===== config.mk =====
export PLATFORM = sky130hd
export DESIGN_NAME = alu_serial_seq
export DESIGN_NICKNAME = d
export VERILOG_FILES = /design/src/rtl/alu_serial_seq_pkg.sv /design/src/rtl/alu_bit_slice.sv /design/src/rtl/alu_serial_seq.sv
export SDC_FILE = /design/constraint.sdc
export NUM_CORES = 1
export LEC_CHECK = 0
export ABC_AREA = 1
export BUFFER_PORTS_ARGS = -buffer_cell sky130_fd_sc_hd__buf_2
export CORE_MARGIN = 5
export CORE_UTILIZATION = 56
export CTS_CLUSTER_SIZE = 25
export DETAILED_ROUTE_END_ITERATION = 8
export PLACE_DENSITY_LB_ADDON = 0.25
export SYNTH_ARGS = -nofsm -noshare
export SYNTH_HDL_FRONTEND = slang
export SYNTH_HIERARCHICAL = 1
export SYNTH_SLANG_ARGS = --single-unit

===== constraint.sdc =====
create_clock -name clk_i -period 2.6 [get_ports clk_i]
set_clock_uncertainty 0.2 [all_clocks]
set_input_delay 0.39 -clock clk_i [delete_from_list [all_inputs] [get_ports clk_i]]
set_output_delay 0.39 -clock clk_i [all_outputs]
set_load 0.01 [all_outputs]

===== src/rtl/alu_serial_seq_pkg.sv =====
// alu_defs: shared op codes, slice selects, FSM states and decode for the serial ALU
package alu_defs;
  localparam int DEF_WIDTH = 32;
  localparam logic [3:0] OP_AND = 4'b0000;
  localparam logic [3:0] OP_OR  = 4'b0001;
  localparam logic [3:0] OP_ADD = 4'b0010;
  localparam logic [3:0] OP_SUB = 4'b0110;
  localparam logic [3:0] OP_SLT = 4'b0111;
  localparam logic [3:0] OP_NOR = 4'b1100;
  localparam logic [1:0] SEL_AND  = 2'd0;
  localparam logic [1:0] SEL_OR   = 2'd1;
  localparam logic [1:0] SEL_ADD  = 2'd2;
  localparam logic [1:0] SEL_LESS = 2'd3;
  typedef enum logic [1:0] {S_IDLE, S_RUN, S_DONE} state_t;
  typedef struct packed {
    logic       valid;
    logic       arith;
    logic       slt;
    logic       a_inv;
    logic       b_inv;
    logic [1:0] sel;
  } ctl_t;
  // arith marks ops that report overflow; slt marks the set-on-less fix-up
  function automatic ctl_t decode(input logic [3:0] op);
    ctl_t c;
    c = '0;
    c.valid = 1'b1;
    case (op)
      OP_AND: c.sel = SEL_AND;
      OP_OR:  c.sel = SEL_OR;
      OP_ADD: begin c.sel = SEL_ADD; c.arith = 1'b1; end
      OP_SUB: begin c.sel = SEL_ADD; c.arith = 1'b1; c.b_inv = 1'b1; end
      OP_SLT: begin c.sel = SEL_ADD; c.slt = 1'b1; c.b_inv = 1'b1; end
      OP_NOR: begin c.sel = SEL_AND; c.a_inv = 1'b1; c.b_inv = 1'b1; end
      default: c.valid = 1'b0;
    endcase
    return c;
  endfunction
endpackage


===== src/rtl/alu_bit_slice.sv =====
// alu_bit_slice: combinational 1-bit ALU slice with operand inversion
module alu_bit_slice
  import alu_defs::*;
(
  input  logic       a,
  input  logic       b,
  input  logic       a_inv,
  input  logic       b_inv,
  input  logic       cin,
  input  logic [1:0] sel,
  output logic       res,
  output logic       cout
);
  logic aa, bb;
  assign aa = a ^ a_inv;
  assign bb = b ^ b_inv;
  // a serial slice has no less input, so SEL_LESS yields 0
  always_comb begin
    res  = sel == SEL_AND ? aa & bb :
           sel == SEL_OR  ? aa | bb :
           sel == SEL_ADD ? aa ^ bb ^ cin : 1'b0;
    cout = (aa & bb) | (cin & (aa ^ bb));
  end
endmodule


===== src/rtl/alu_serial_seq.sv =====
// alu_serial_seq: bit-serial ALU sequencer, one WIDTH-bit op over WIDTH cycles LSB-first
module alu_serial_seq
  import alu_defs::*;
#(
  parameter int WIDTH = DEF_WIDTH
) (
  input  logic             clk_i,
  input  logic             rst_i,
  input  logic             start_i,
  input  logic [WIDTH-1:0] src1_i,
  input  logic [WIDTH-1:0] src2_i,
  input  logic [3:0]       ctrl_i,
  output logic             busy_o,
  output logic             done_o,
  output logic [WIDTH-1:0] result_o,
  output logic             zero_o,
  output logic             cout_o,
  output logic             overflow_o
);
  localparam int CW = $clog2(WIDTH);
  state_t           state;
  logic [CW-1:0]    idx;
  logic [WIDTH-1:0] a_sh, b_sh, work, sum, fin;
  logic [3:0]       op;
  logic             carry, s_res, s_cout, last, ovf;
  ctl_t             ctl, ctl_in;
  assign ctl    = decode(op);
  assign ctl_in = decode(ctrl_i);
  assign busy_o = state != S_IDLE;
  assign done_o = state == S_DONE;
  alu_bit_slice u_slice (
    .a    (a_sh[0]),
    .b    (b_sh[0]),
    .a_inv(ctl.a_inv),
    .b_inv(ctl.b_inv),
    .cin  (carry),
    .sel  (ctl.sel),
    .res  (s_res),
    .cout (s_cout)
  );
  // on the last bit the carry register holds the MSB carry-in
  assign last = idx == CW'(WIDTH - 1);
  assign sum  = {s_res, work[WIDTH-1:1]};
  assign ovf  = carry ^ s_cout;
  assign fin  = !ctl.valid ? '0 :
                ctl.slt ? {{(WIDTH-1){1'b0}}, sum[WIDTH-1] ^ ovf} : sum;
  always_ff @(posedge clk_i or negedge rst_i) begin
    if (!rst_i) begin
      state      <= S_IDLE;
      idx        <= '0;
      a_sh       <= '0;
      b_sh       <= '0;
      work       <= '0;
      op         <= '0;
      carry      <= 1'b0;
      result_o   <= '0;
      zero_o     <= 1'b1;
      cout_o     <= 1'b0;
      overflow_o <= 1'b0;
    end else begin
      unique case (state)
        S_IDLE: if (start_i) begin
          state <= S_RUN;
          a_sh  <= src1_i;
          b_sh  <= src2_i;
          op    <= ctrl_i;
          idx   <= '0;
          work  <= '0;
          carry <= ctl_in.valid & ctl_in.b_inv;
        end
        S_RUN: begin
          a_sh  <= a_sh >> 1;
          b_sh  <= b_sh >> 1;
          work  <= sum;
          carry <= s_cout;
          idx   <= idx + 1'b1;
          if (last) begin
            state      <= S_DONE;
            result_o   <= fin;
            zero_o     <= fin == '0;
            cout_o     <= ctl.valid & (ctl.arith | ctl.slt) & s_cout;
            overflow_o <= ctl.valid & ctl.arith & ovf;
          end
        end
        S_DONE: state <= S_IDLE;
        default: state <= S_IDLE;
      endcase
    end
  end
endmodule


==> summary.md, run 1 <==
| Metric | Value |
|---|---|
| Slew @ Worst Pin | `approximately 640 ps` |
| Wire length on met2 | `6.63 mm` |
| Die Y | `approximately 120 um` |
| Net count after synthesis | `slightly below 800` |
| Metal3 WL | `slightly above 900 um` |
| PwrDens | `about 1200 mW/mm^2` |
| Sum Neg Setup Slack | `0 ps` |
| Clk sink count | `142` |
| Share of the synthesized area in the top cell type | `0.556` |
| Clock Latency Late Sink | `roughly 420 ps` |
| Ratio of cells with drive above 1 in the final layout | `0.213` |
| Post-synthesis sequential area ratio | `0.560` |
| Crit Path Category | `flop to flop` |
| TritonCTS clock tree | `built` |
| #FFs+latches synth | `around 140` |
| Int Pwr | `between 5 and 6 mW` |
| Slew Viols, Final | `0` |
| Synth warnings | `6` |
| Final non-filler cell total | `between 900 and 1000` |
| CP Capture Type | `flop` |
| Cts bufs inserted | `17` |
| Synth area leaders | `dfrtp_1 (56%), a221oi_1 (8.3%), inv_1 (6.7%)` |
| Crit path DAT | `roughly 2700 ps` |
| Largest net degree at the start of global routing | `93` |
| Total design power | `9.32 mW` |
| Most common cell after layout, fill and taps aside | `dfrtp_1` |
| Site Rows | `38` |
| Multi-input logic area | `roughly 0.0021 mm^2` |
| Rel. slew slack | `0.573` |
| Fill cells | `~900` |
| Comb power frac | `0.393` |
| Fin crit period | `about 2500 ps` |
| Leakage | `3.93 nW` |
| RePlAce Congestion | `0.821` |
| Clock-pin slew on the worst setup and hold paths | `around 60 ps` |
| Grt total ovfl | `0` |
| Top Layer Used | `met4` |
| Hold WC Path Type | `input pin to flop` |
| Wl on met1 | `approximately 6 mm` |
| Area Growth Syn to Fin | `20.3%` |
| Unrepaired setup endpoints after global routing | `yes` |
| DR vias/cell | `around 5.6` |
| Antenna viol nets, final | `0` |
| Post-DP HPWL | `9.00 mm` |
| Core Area | `~0.011 mm^2` |
| Via count | `5271` |
| Ports | `about 110` |
| Avg Inst Size Synth | `a little over 9 um^2` |
| Drt pass-1 iters | `5` |
| Outcome | `complete, no violations` |
| Sw power | `approximately 3.5 mW` |
| Final net count | `just under 900` |
| Routed wire length | `about 14 mm` |
| Switching part of the total | `0.370` |
| DR iter-0 viols | `around 330` |
| Mapped Area | `around 0.0063 mm^2` |
| First-pass GRT wire length | `about 24 mm` |
| Placed cells | `907` |
| Cells after Synth | `between 600 and 700` |
| Post-route DRC | `0` |
| Most frequent cells in the layout | `dfrtp_1 (141), inv_1 (112), buf_2 (106), nand2_1 (98), nor3_1 (63)` |
| Post-DR wirelength/cell | `around 15 um` |
| Initial Util | `0.578` |
| Final period utilization | `0.960` |
| Max Freq | `~400 MHz` |
| Initial antenna violation count | `0` |
| H-tree levels | `4` |
| Seq pwr share | `0.353` |
| Worst ir drop on vdd | `roughly 0.00083 V` |
| CP required | `roughly 2800 ps` |
| All-Layer GR Usage | `0.219` |
| Antenna diodes | `0` |
| Max clock buf depth | `2` |
| Maximum fanout along the worst path | `4` |
| Final hold violation count | `0` |
| Place WS | `-44.5 ps` |
| Worst Setup Start Kind | `flop` |
| Synth cell types | `34` |
| Clock power frac | `0.253` |
| I/O Buffers | `around 110` |
| MaxCap Viol Count | `0` |
| Die width | `116 um` |
| Clock tree root buffer cell | `clkbuf_16` |
| Die area | `around 0.014 mm^2` |
| Reg area | `between 0.003 and 0.004 mm^2` |
| Final WS setup | `roughly 100 ps` |
| Cell type with the highest aggregate area in the netlist | `dfrtp_1` |
| Setup Viol. Count Final | `0` |
| Vias in the first global route | `5103` |
power groups by stage:
stage,Clock [mW],Combinational [mW],Sequential (mW)
floorplan,0,2.79,3.30
global placement,0,3.45,3.30
detailed placement,0,3.58,3.33
CTS,2.39,3.63,3.30
global route,2.50,4.14,3.38
finish,2.36,3.67,3.29
state kept, by name, indices dropped and copies added (netlist names), 2 cells and up:
register	flops
state	2
a_sh	32
result_o	32
idx	5
op	4
work	31
b_sh	32
per-layer routing:
metal | track usage | vias to the layer above
met3 | 0.0508 | 28
met2 | 0.350 | 182
met4 | 0.0920 | 0
met5 | 0 | -
li1 | - | 2530
met1 | 0.289 | 2531
area by class of cell:
class	count	area share
clock buffers	24	0.0644
clock inverters	7	0.0111
inverters	118	0.0582
multi-input cells	385	0.282
flip-flops and latches	142	0.466
well taps	140	0.0229
repair buffers	128	0.0962
what timing repair did:
action / CTS / global route
hold endpoints to repair: 59 / 0
setup buffers: 1 / 1
resized for setup: 0 / 6
pin swaps: 1 / 2
hold buffers: 4 / 0
endpoints found under the setup margin: 1 / 2
cloned: 0 / 0
final timing paths:
path | from | endpoint | slack (ps) | depth (start not counted)
worst max-delay path | op[2]$_DFFE_PN0P_ | zero_o$_DFFE_PN1P_ | 100 | 18
worst min-delay path | ctrl_i[1] | op[1]$_DFFE_PN0P_ | 60 | 3
worst max register to register | op[2]$_DFFE_PN0P_ | zero_o$_DFFE_PN1P_ | 100 | 18
worst min register to register | result_o[19]$_DFFE_PN0P_ | result_o[19]$_DFFE_PN0P_ | 270 | 2
max in group asynchronous | rst_i | work[15]$_DFFE_PN0P_ | 1170 | 3
min in group asynchronous | rst_i | result_o[13]$_DFFE_PN0P_ | 310 | 2
worst max-delay path: stages, from the launching register on:
cell	delay, ps
dfrtp_1	420
nand2_1	80
inv_1	40
nand2_2	80
o21ai_2	60
xnor2_1	190
inv_1	100
fa_1	430
nand3_1	90
nand2_1	80
inv_2	70
nand3_1	70
nand2_1	70
nand2_1	60
nand3_2	80
nand2_1	60
nor2_1	80
nand3_1	80
o21bai_2	110
cell usage after synthesis:
cell,number
buf_1,4
nand2_1,100
o21ai_0,21
o21ai_2,1
fa_1,1
nand3_1,35
o21bai_2,1
dfrtp_1,141
nand2_2,3
a211o_1,1
nor2_4,1
a21oi_1,3
buf_6,2
nor2_1,41
ha_1,4
dfstp_2,1
xnor2_1,1
nor2_2,1
a22o_1,2
a221oi_1,60
inv_2,3
buf_4,2
o22ai_1,31
o31ai_1,1
buf_2,21
inv_1,114
nor3_1,63
o21a_1,3
o221ai_1,1
o21ai_1,7
clkinv_1,1
o2bb2ai_1,1
clkbuf_1,19
xor2_1,2
kinds of logic (layout without fill, tap and decap cells):
logic type | after synthesis | count (layout) | synth area share
DFF | 142 | 142 | 0.560
adders and majority gates | 5 | 5 | 0.0110
buffers and inverters | 166 | 277 | 0.106
and+or+nand+nor | 244 | 244 | 0.166
xor gates and xnor gates | 3 | 3 | 0.00414
AOI/OAI and AO/OA | 133 | 133 | 0.153
stage by stage:
step / hold WS (ps) / util / cell area, um^2
floorplan: -106 / - / 6350
global placement: 189 / 0.636 / 6980
detailed placement: 198 / 0.636 / 6980
CTS: 45.4 / 0.693 / 7610
global route: 75.1 / 0.695 / 7630
finish: 56.1 / 0.695 / 7630
No activity file was read; power rests on OpenSTA's default activity.
==> inputs of run 2 (changes only) <==
Settings changed: ABC_AREA 1 to 0.
==> summary.md, run 2 <==
| Metric | Value |
|---|---|
| Metal3 WL | `just over 900 um` |
| Core Area | `roughly 0.011 mm^2` |
| Die width | `approximately 120 um` |
| Share of the synthesized area in the top cell type | `0.569` |
| Cell type with the highest aggregate area in the netlist | `dfrtp_1` |
| Clk sink count | `142` |
| Setup Viol. Count Final | `2` |
| Vias in the first global route | `5683` |
| Worst Setup Start Kind | `flop` |
| PwrDens | `1210 mW/mm^2` |
| Clock tree root buffer cell | `clkbuf_8` |
| CP max stage cell | `fa_1` |
| Number of synthesized flops with an enable pin | `0` |
| Maximum fanout along the worst path | `4` |
| Final period utilization | `1.10` |
| Mapped Area | `just over 0.006 mm^2` |
| Max incr delay on CP | `around 490 ps` |
| CP Capture Type | `flop` |
| Post-DR wirelength/cell | `between 15 and 20 um` |
| Drt pass-1 iters | `5` |
| Cells after Synth | `around 670` |
| Crit path DAT | `3140 ps` |
| Hold WC Path Type | `input pin to flop` |
| Worst hold slack | `about 170 ps` |
| Dominant synthesized flop cell | `dfrtp_1` |
| Total design power | `approximately 10 mW` |
| Wire length on met2 | `between 8 and 9 mm` |
| Largest registers | `a_sh: 32 flops, b_sh: 32 flops, result_o: 32 flops` |
| Final net count | `just over 900` |
| Area Growth Syn to Fin | `33.3%` |
| Max Freq | `~350 MHz` |
| Synth top cells by count | `nand2_1 (218), dfrtp_1 (141), nor2_1 (70)` |
| Count leader, synth | `nand2_1` |
| Crit-path cells | `nor2_2, mux2i_1, nor2b_1, xor2_1, fa_1, mux2i_2, o22ai_2, nor4_2, and4_1, a221o_1, o221a_1` |
| Most common cell after layout, fill and taps aside | `nand2_1` |
| Placed Area | `0.00696 mm^2` |
| Slew Viols, Final | `0` |
| DR vias/cell | `around 5.6` |
| Slew @ Worst Pin | `approximately 800 ps` |
| Clock power frac | `0.227` |
| Max clock buf depth | `2` |
| CP required | `~2900 ps` |
| Die area | `between 0.01 and 0.015 mm^2` |
| Via count | `5560` |
| Ys async rst share | `1.00` |
| Ports | `around 110` |
| Synth warnings | `6` |
| Final hold violation count | `0` |
| Post-DP HPWL | `between 9 and 10 mm` |
| Fill cells | `about 700` |
| Post-route DRC | `0` |
| Top Layer Used | `met4` |
| Post-synthesis sequential area ratio | `0.574` |
| Antenna diodes | `0` |
| Clock Latency Late Sink | `between 500 and 600 ps` |
| DR iter-0 viols | `about 440` |
| Crit Path Category | `flop to flop` |
| Avg Inst Size Synth | `9.31 um^2` |
| Sw power | `~3.7 mW` |
| H-tree levels | `4` |
| Unrepaired setup endpoints after global routing | `yes` |
| MaxCap Viol Count | `0` |
| Net count after synthesis | `742` |
| Outcome | `finished with violations` |
| Cts bufs inserted | `17` |
| Antenna viol nets, final | `0` |
| Worst Hold Depth | `3` |
| Switching part of the total | `0.370` |
| Ratio of cells with drive above 1 in the final layout | `0.217` |
| Site Rows | `38` |
| First-pass GRT wire length | `between 20 and 30 mm` |
| Synth area leaders | `dfrtp_1 (57%), nand2_1 (13%), a31oi_1 (6.3%)` |
| Cells on worst reg2reg path | `11` |
| Wl on met1 | `~6.6 mm` |
| RePlAce Congestion | `between 0.8 and 0.9` |
| Int Pwr | `around 6.3 mW` |
| Seq pwr share | `0.408` |
| Worst ir drop on vdd | `approximately 0.00066 V` |
| Largest net degree at the start of global routing | `55` |
| All-Layer GR Usage | `0.256` |
| Comb power frac | `0.366` |
| Failing checks | `setup timing` |
| Leakage | `between 3 and 4 nW` |
| Die Y | `around 120 um` |
| I/O Buffers | `107` |
| Rel. slew slack | `0.466` |
| Synth cell types | `42` |
| TritonCTS clock tree | `built` |
| Final Util | `0.762` |
| Fin crit period | `roughly 2900 ps` |
| Grt total ovfl | `0` |
| #FFs+latches synth | `roughly 140` |
| Most frequent cells in the layout | `nand2_1 (217), dfrtp_1 (140), buf_2 (106), dlygate4sd3_1 (69), nor2_1 (68)` |
| Initial Util | `0.572` |
| Sum Neg Setup Slack | `-503 ps` |
| Routed wire length | `between 15 and 20 mm` |
| Final WS setup | `-266 ps` |
| Finished Cell Area | `0.00826 mm^2` |
| Clock-pin slew on the worst setup and hold paths | `about 60 ps` |
| Initial antenna violation count | `0` |
-- run 2: cell count changes after synthesis, moves of 29 or more --
| cell | change |
|---|---|
| nand2_1 | +118 |
| inv_1 | -109 |
| nor3_1 | -63 |
| a31oi_1 | +62 |
| a221oi_1 | -60 |
| nand3_1 | -34 |
| a22o_1 | +30 |
| o22ai_1 | -30 |
| nor2_1 | +29 |
-- run 2: final timing paths --
kind,from,end,slack (ps)
max in group asynchronous,rst_i,b_sh[21]$_DFFE_PN0P_,1340
hold reg to reg,cout_o$_DFFE_PN0P_,cout_o$_DFFE_PN0P_,290
min in group asynchronous,rst_i,result_o[10]$_DFFE_PN0P_,200
setup reg to reg,op[1]$_DFFE_PN0P_,zero_o$_DFFE_PN1P_,-270
setup / recovery,op[1]$_DFFE_PN0P_,zero_o$_DFFE_PN1P_,-270
hold / removal,start_i,work[1]$_DFFE_PN0P_,170
-- run 2: cell type report --
type | count | area, um^2 | area share
Inverter | 5 | 18.8 | 0.00227
Clock buffer | 21 | 459 | 0.0556
Multi-Input combinational cell | 470 | 2450 | 0.297
Tap cell | 140 | 175 | 0.0212
Sequential cell | 142 | 3560 | 0.431
Timing Repair Buffer | 206 | 1510 | 0.183
Clock inverter | 10 | 88.8 | 0.0108
-- run 2: power by group through the flow --
stage / sequential, mW / combinational (mW) / clock (mW)
global route: 4.18 / 4.04 / 2.38
finish: 4.06 / 3.64 / 2.26
CTS: 4.04 / 3.58 / 2.28
floorplan: 3.97 / 2.23 / 0
global placement: 3.98 / 3.16 / 0
detailed placement: 4.05 / 3.34 / 0
-- run 2: repair_timing --
| action | in CTS | in global routing |
|---|---|---|
| hold endpoints to repair | 121 | 0 |
| pin swaps | 1 | 4 |
| buffers inserted | 5 | 2 |
| hold buffers | 69 | 0 |
| endpoints found under the setup margin | 2 | 4 |
| gates resized for setup | 4 | 5 |
-- run 2: cells by family after synthesis --
group	Yosys count	synth area share
flip-flops	142	0.574
AND/OR/NAND/NOR	310	0.200
AO/OA/AOI/OAI	147	0.157
multiplexers	3	0.00505
buffers and inverters	54	0.0432
XOR/XNOR	5	0.00929
adder cells (fa/ha/maj)	5	0.0113
-- run 2: worst max-delay path: cells and delay by family (launching register included) --
kind / cells / cell delay, ps
AND/OR/NAND/NOR: 4 / 710
adder cells (fa/ha/maj): 1 / 490
AO/OA/AOI/OAI: 3 / 440
flip-flops: 1 / 420
multiplexers: 2 / 290
XOR/XNOR: 1 / 250
-- run 2: routing by layer --
layer	track usage	vias up
met3	0.0626	37
met5	0	-
met1	0.313	2706
met4	0.0900	0
met2	0.442	205
li1	-	2612
-- run 2: through the flow --
stage                     setup WS [ps]  std cells
after detailed placement           -260        890
final                              -266        994
after CTS                          -194        995
after global placement            -26.7        890
after global routing               -413        994
after floorplan                    -128        666
==> inputs of run 3 (changes only) <==
Settings changed: CORE_UTILIZATION 56 to 58, CTS_BUF_LIST from default to sky130_fd_sc_hd__clkbuf_4, PLACE_DENSITY_LB_ADDON 0.25 to 0.1.
==> summary.md, run 3 (synthesis gave the netlist of run 2 again) <==
| Metric | Value |
|---|---|
| Final hold violation count | `0` |
| Outcome | `finished with violations` |
| Placed cells | `884` |
| Place WS | `-168 ps` |
| Leakage | `~3.7 nW` |
| Crit path DAT | `slightly above 3000 ps` |
| Worst Setup Start Kind | `flop` |
| Final WS setup | `-170 ps` |
| Unrepaired setup endpoints after global routing | `yes` |
| Maximum fanout along the worst path | `4` |
| Failing checks | `setup timing` |
| Initial antenna violation count | `0` |
| Largest net degree at the start of global routing | `66` |
| TritonCTS clock tree | `built` |
| Final Util | `0.769` |
| Final period utilization | `1.07` |
| Final non-filler cell total | `987` |
| Switching part of the total | `0.374` |
| Clock tree root buffer cell | `clkbuf_4` |
| Die Y | `between 100 and 150 um` |
| Routed wire length | `between 15 and 20 mm` |
| Crit. Startpoint | `op[1]$_DFFE_PN0P_` |
| GR met2 Demand/Resource | `0.430` |
| PwrDens | `1150 mW/mm^2` |
| H-tree levels | `4` |
| Worst ir drop on vdd | `about 0.00052 V` |
| Max Freq | `between 300 and 400 MHz` |
| Clock power frac | `0.181` |
| Grt total ovfl | `0` |
| First-pass GRT wire length | `roughly 26 mm` |
| Crit Path Category | `flop to flop` |
| Die area | `0.0129 mm^2` |
| Largest registers | `a_sh: 32 flops, b_sh: 32 flops, result_o: 32 flops` |
| Int Pwr | `about 5.7 mW` |
| Most frequent cells in the layout | `nand2_1 (217), dfrtp_1 (140), buf_2 (106), nor2_1 (69), dlygate4sd3_1 (69)` |
| I/O Buffers | `107` |
| Fin crit period | `approximately 2800 ps` |
| M1 GR Usage | `0.315` |
| DR iter-0 viols | `~430` |
| RePlAce Congestion | `approximately 0.80` |
| Total design power | `between 9 and 10 mW` |
| Area Growth Syn to Fin | `28.7%` |
| Post-DR wirelength/cell | `roughly 16 um` |
| MaxCap Viol Count | `0` |
| Slew Viols, Final | `0` |
| Rel. slew slack | `0.460` |
| CP Capture Type | `flop` |
| Most Crowded Layer GR | `met2` |
| Most common cell after layout, fill and taps aside | `nand2_1` |
| Antenna diodes | `0` |
| Seq pwr share | `0.438` |
| Initial Util | `0.598` |
| Ports | `about 110` |
| Via count | `approximately 5500` |
| Comb power frac | `0.381` |
| CP required | `2860 ps` |
| Fill cells | `between 700 and 800` |
| Die width | `113 um` |
| Clock Latency Late Sink | `530 ps` |
| Hold WC Path Type | `input pin to async pin` |
| DR vias/cell | `between 5 and 6` |
| Vias in the first global route | `about 5500` |
| Max clock buf depth | `2` |
| Clock-pin slew on the worst setup and hold paths | `roughly 140 ps` |
| Final net count | `914` |
| Worst hold slack | `between 150 and 200 ps` |
| Sw power | `around 3.4 mW` |
| Ratio of cells with drive above 1 in the final layout | `0.209` |
| Antenna viol nets, final | `0` |
| Post-route DRC | `0` |
| Post-DP HPWL | `about 9.4 mm` |
| All-Layer GR Usage | `0.252` |
| Drt pass-1 iters | `5` |
| Met3 Use GR | `0.0524` |
| Cts bufs inserted | `17` |
| Reg2reg start | `op[1]$_DFFE_PN0P_` |
| Core Area | `between 0.01 and 0.015 mm^2` |
| Site Rows | `37` |
| Clk sink count | `about 140` |
| Setup Viol. Count Final | `2` |
| Slew @ Worst Pin | `808 ps` |
==> run 3: changes by cell type in the layout (fill, tap and decap cells not counted), moves of 3 or more <==
| cell | change |
|---|---|
| bufinv_16 | +4 |
| buf_4 | -3 |
| clkbuf_4 | +19 |
| clkbuf_8 | -4 |
| clkbuf_16 | -16 |
==> run 3: per-layer routing <==
metal | up-vias | share of wire
met5 | - | 0
met4 | 0 | 0.021
met3 | 38 | 0.050
met2 | 170 | 0.52
met1 | 2654 | 0.41
li1 | 2601 | -
==> run 3: power groups by stage <==
stage	clock [mW]	sequential, mW	combinational (mW)
2_1_floorplan	0	3.97	2.23
3_3_place_gp	0	3.98	3.18
3_5_place_dp	0	4.03	3.35
4_1_cts	1.68	3.99	3.45
5_1_grt	1.77	4.15	3.92
6_report	1.66	4.01	3.49
==> run 3: worst paths after layout <==
kind,end,slack (ps),depth (start not counted)
worst min-delay path,work[6]$_DFFE_PN0P_,190,2
worst min register to register,result_o[27]$_DFFE_PN0P_,310,1
worst max-delay path,zero_o$_DFFE_PN1P_,-170,11
min in group clk_i,state[0]$_DFFE_PN0P_,210,4
max in group asynchronous,zero_o$_DFFE_PN1P_,1290,3
worst max register to register,zero_o$_DFFE_PN1P_,-170,11
==> run 3: what timing repair did <==
action	in CTS	in global routing
setup buffers	2	0
hold buffers	69	0
pin swaps	2	2
resized for setup	1	3
endpoints found under the setup margin	2	2
hold endpoints to repair	121	0
==> run 3: critical path, cell delays in order, from the launching register on <==
cell and delay, ps:
dfrtp_1 430, nor2_1 120, mux2i_1 80, nor2b_1 150, xor2_1 280, fa_1 470
mux2i_1 180, o22ai_2 150, nor4_2 150, and4_1 210, a221o_1 140, o221a_1 160
==> run 3: metrics by stage <==
stage	area (um^2)	setup TNS, ps
2_1_floorplan	6230	-128
3_3_place_gp	6920	-37.2
3_5_place_dp	6920	-191
4_1_cts	7970	-211
5_1_grt	7980	-515
6_report	7980	-226
==> run 3: final cells by class <==
type / instances / area (um^2) / area share
flip-flops and latches: 142 / 3560 / 0.446
multi-input cells: 470 / 2430 / 0.305
repair buffers: 202 / 1470 / 0.184
clock inverters: 13 / 195 / 0.0245
well taps: 136 / 170 / 0.0213
clock buffers: 19 / 143 / 0.0179
inverters: 5 / 18.8 / 0.00235
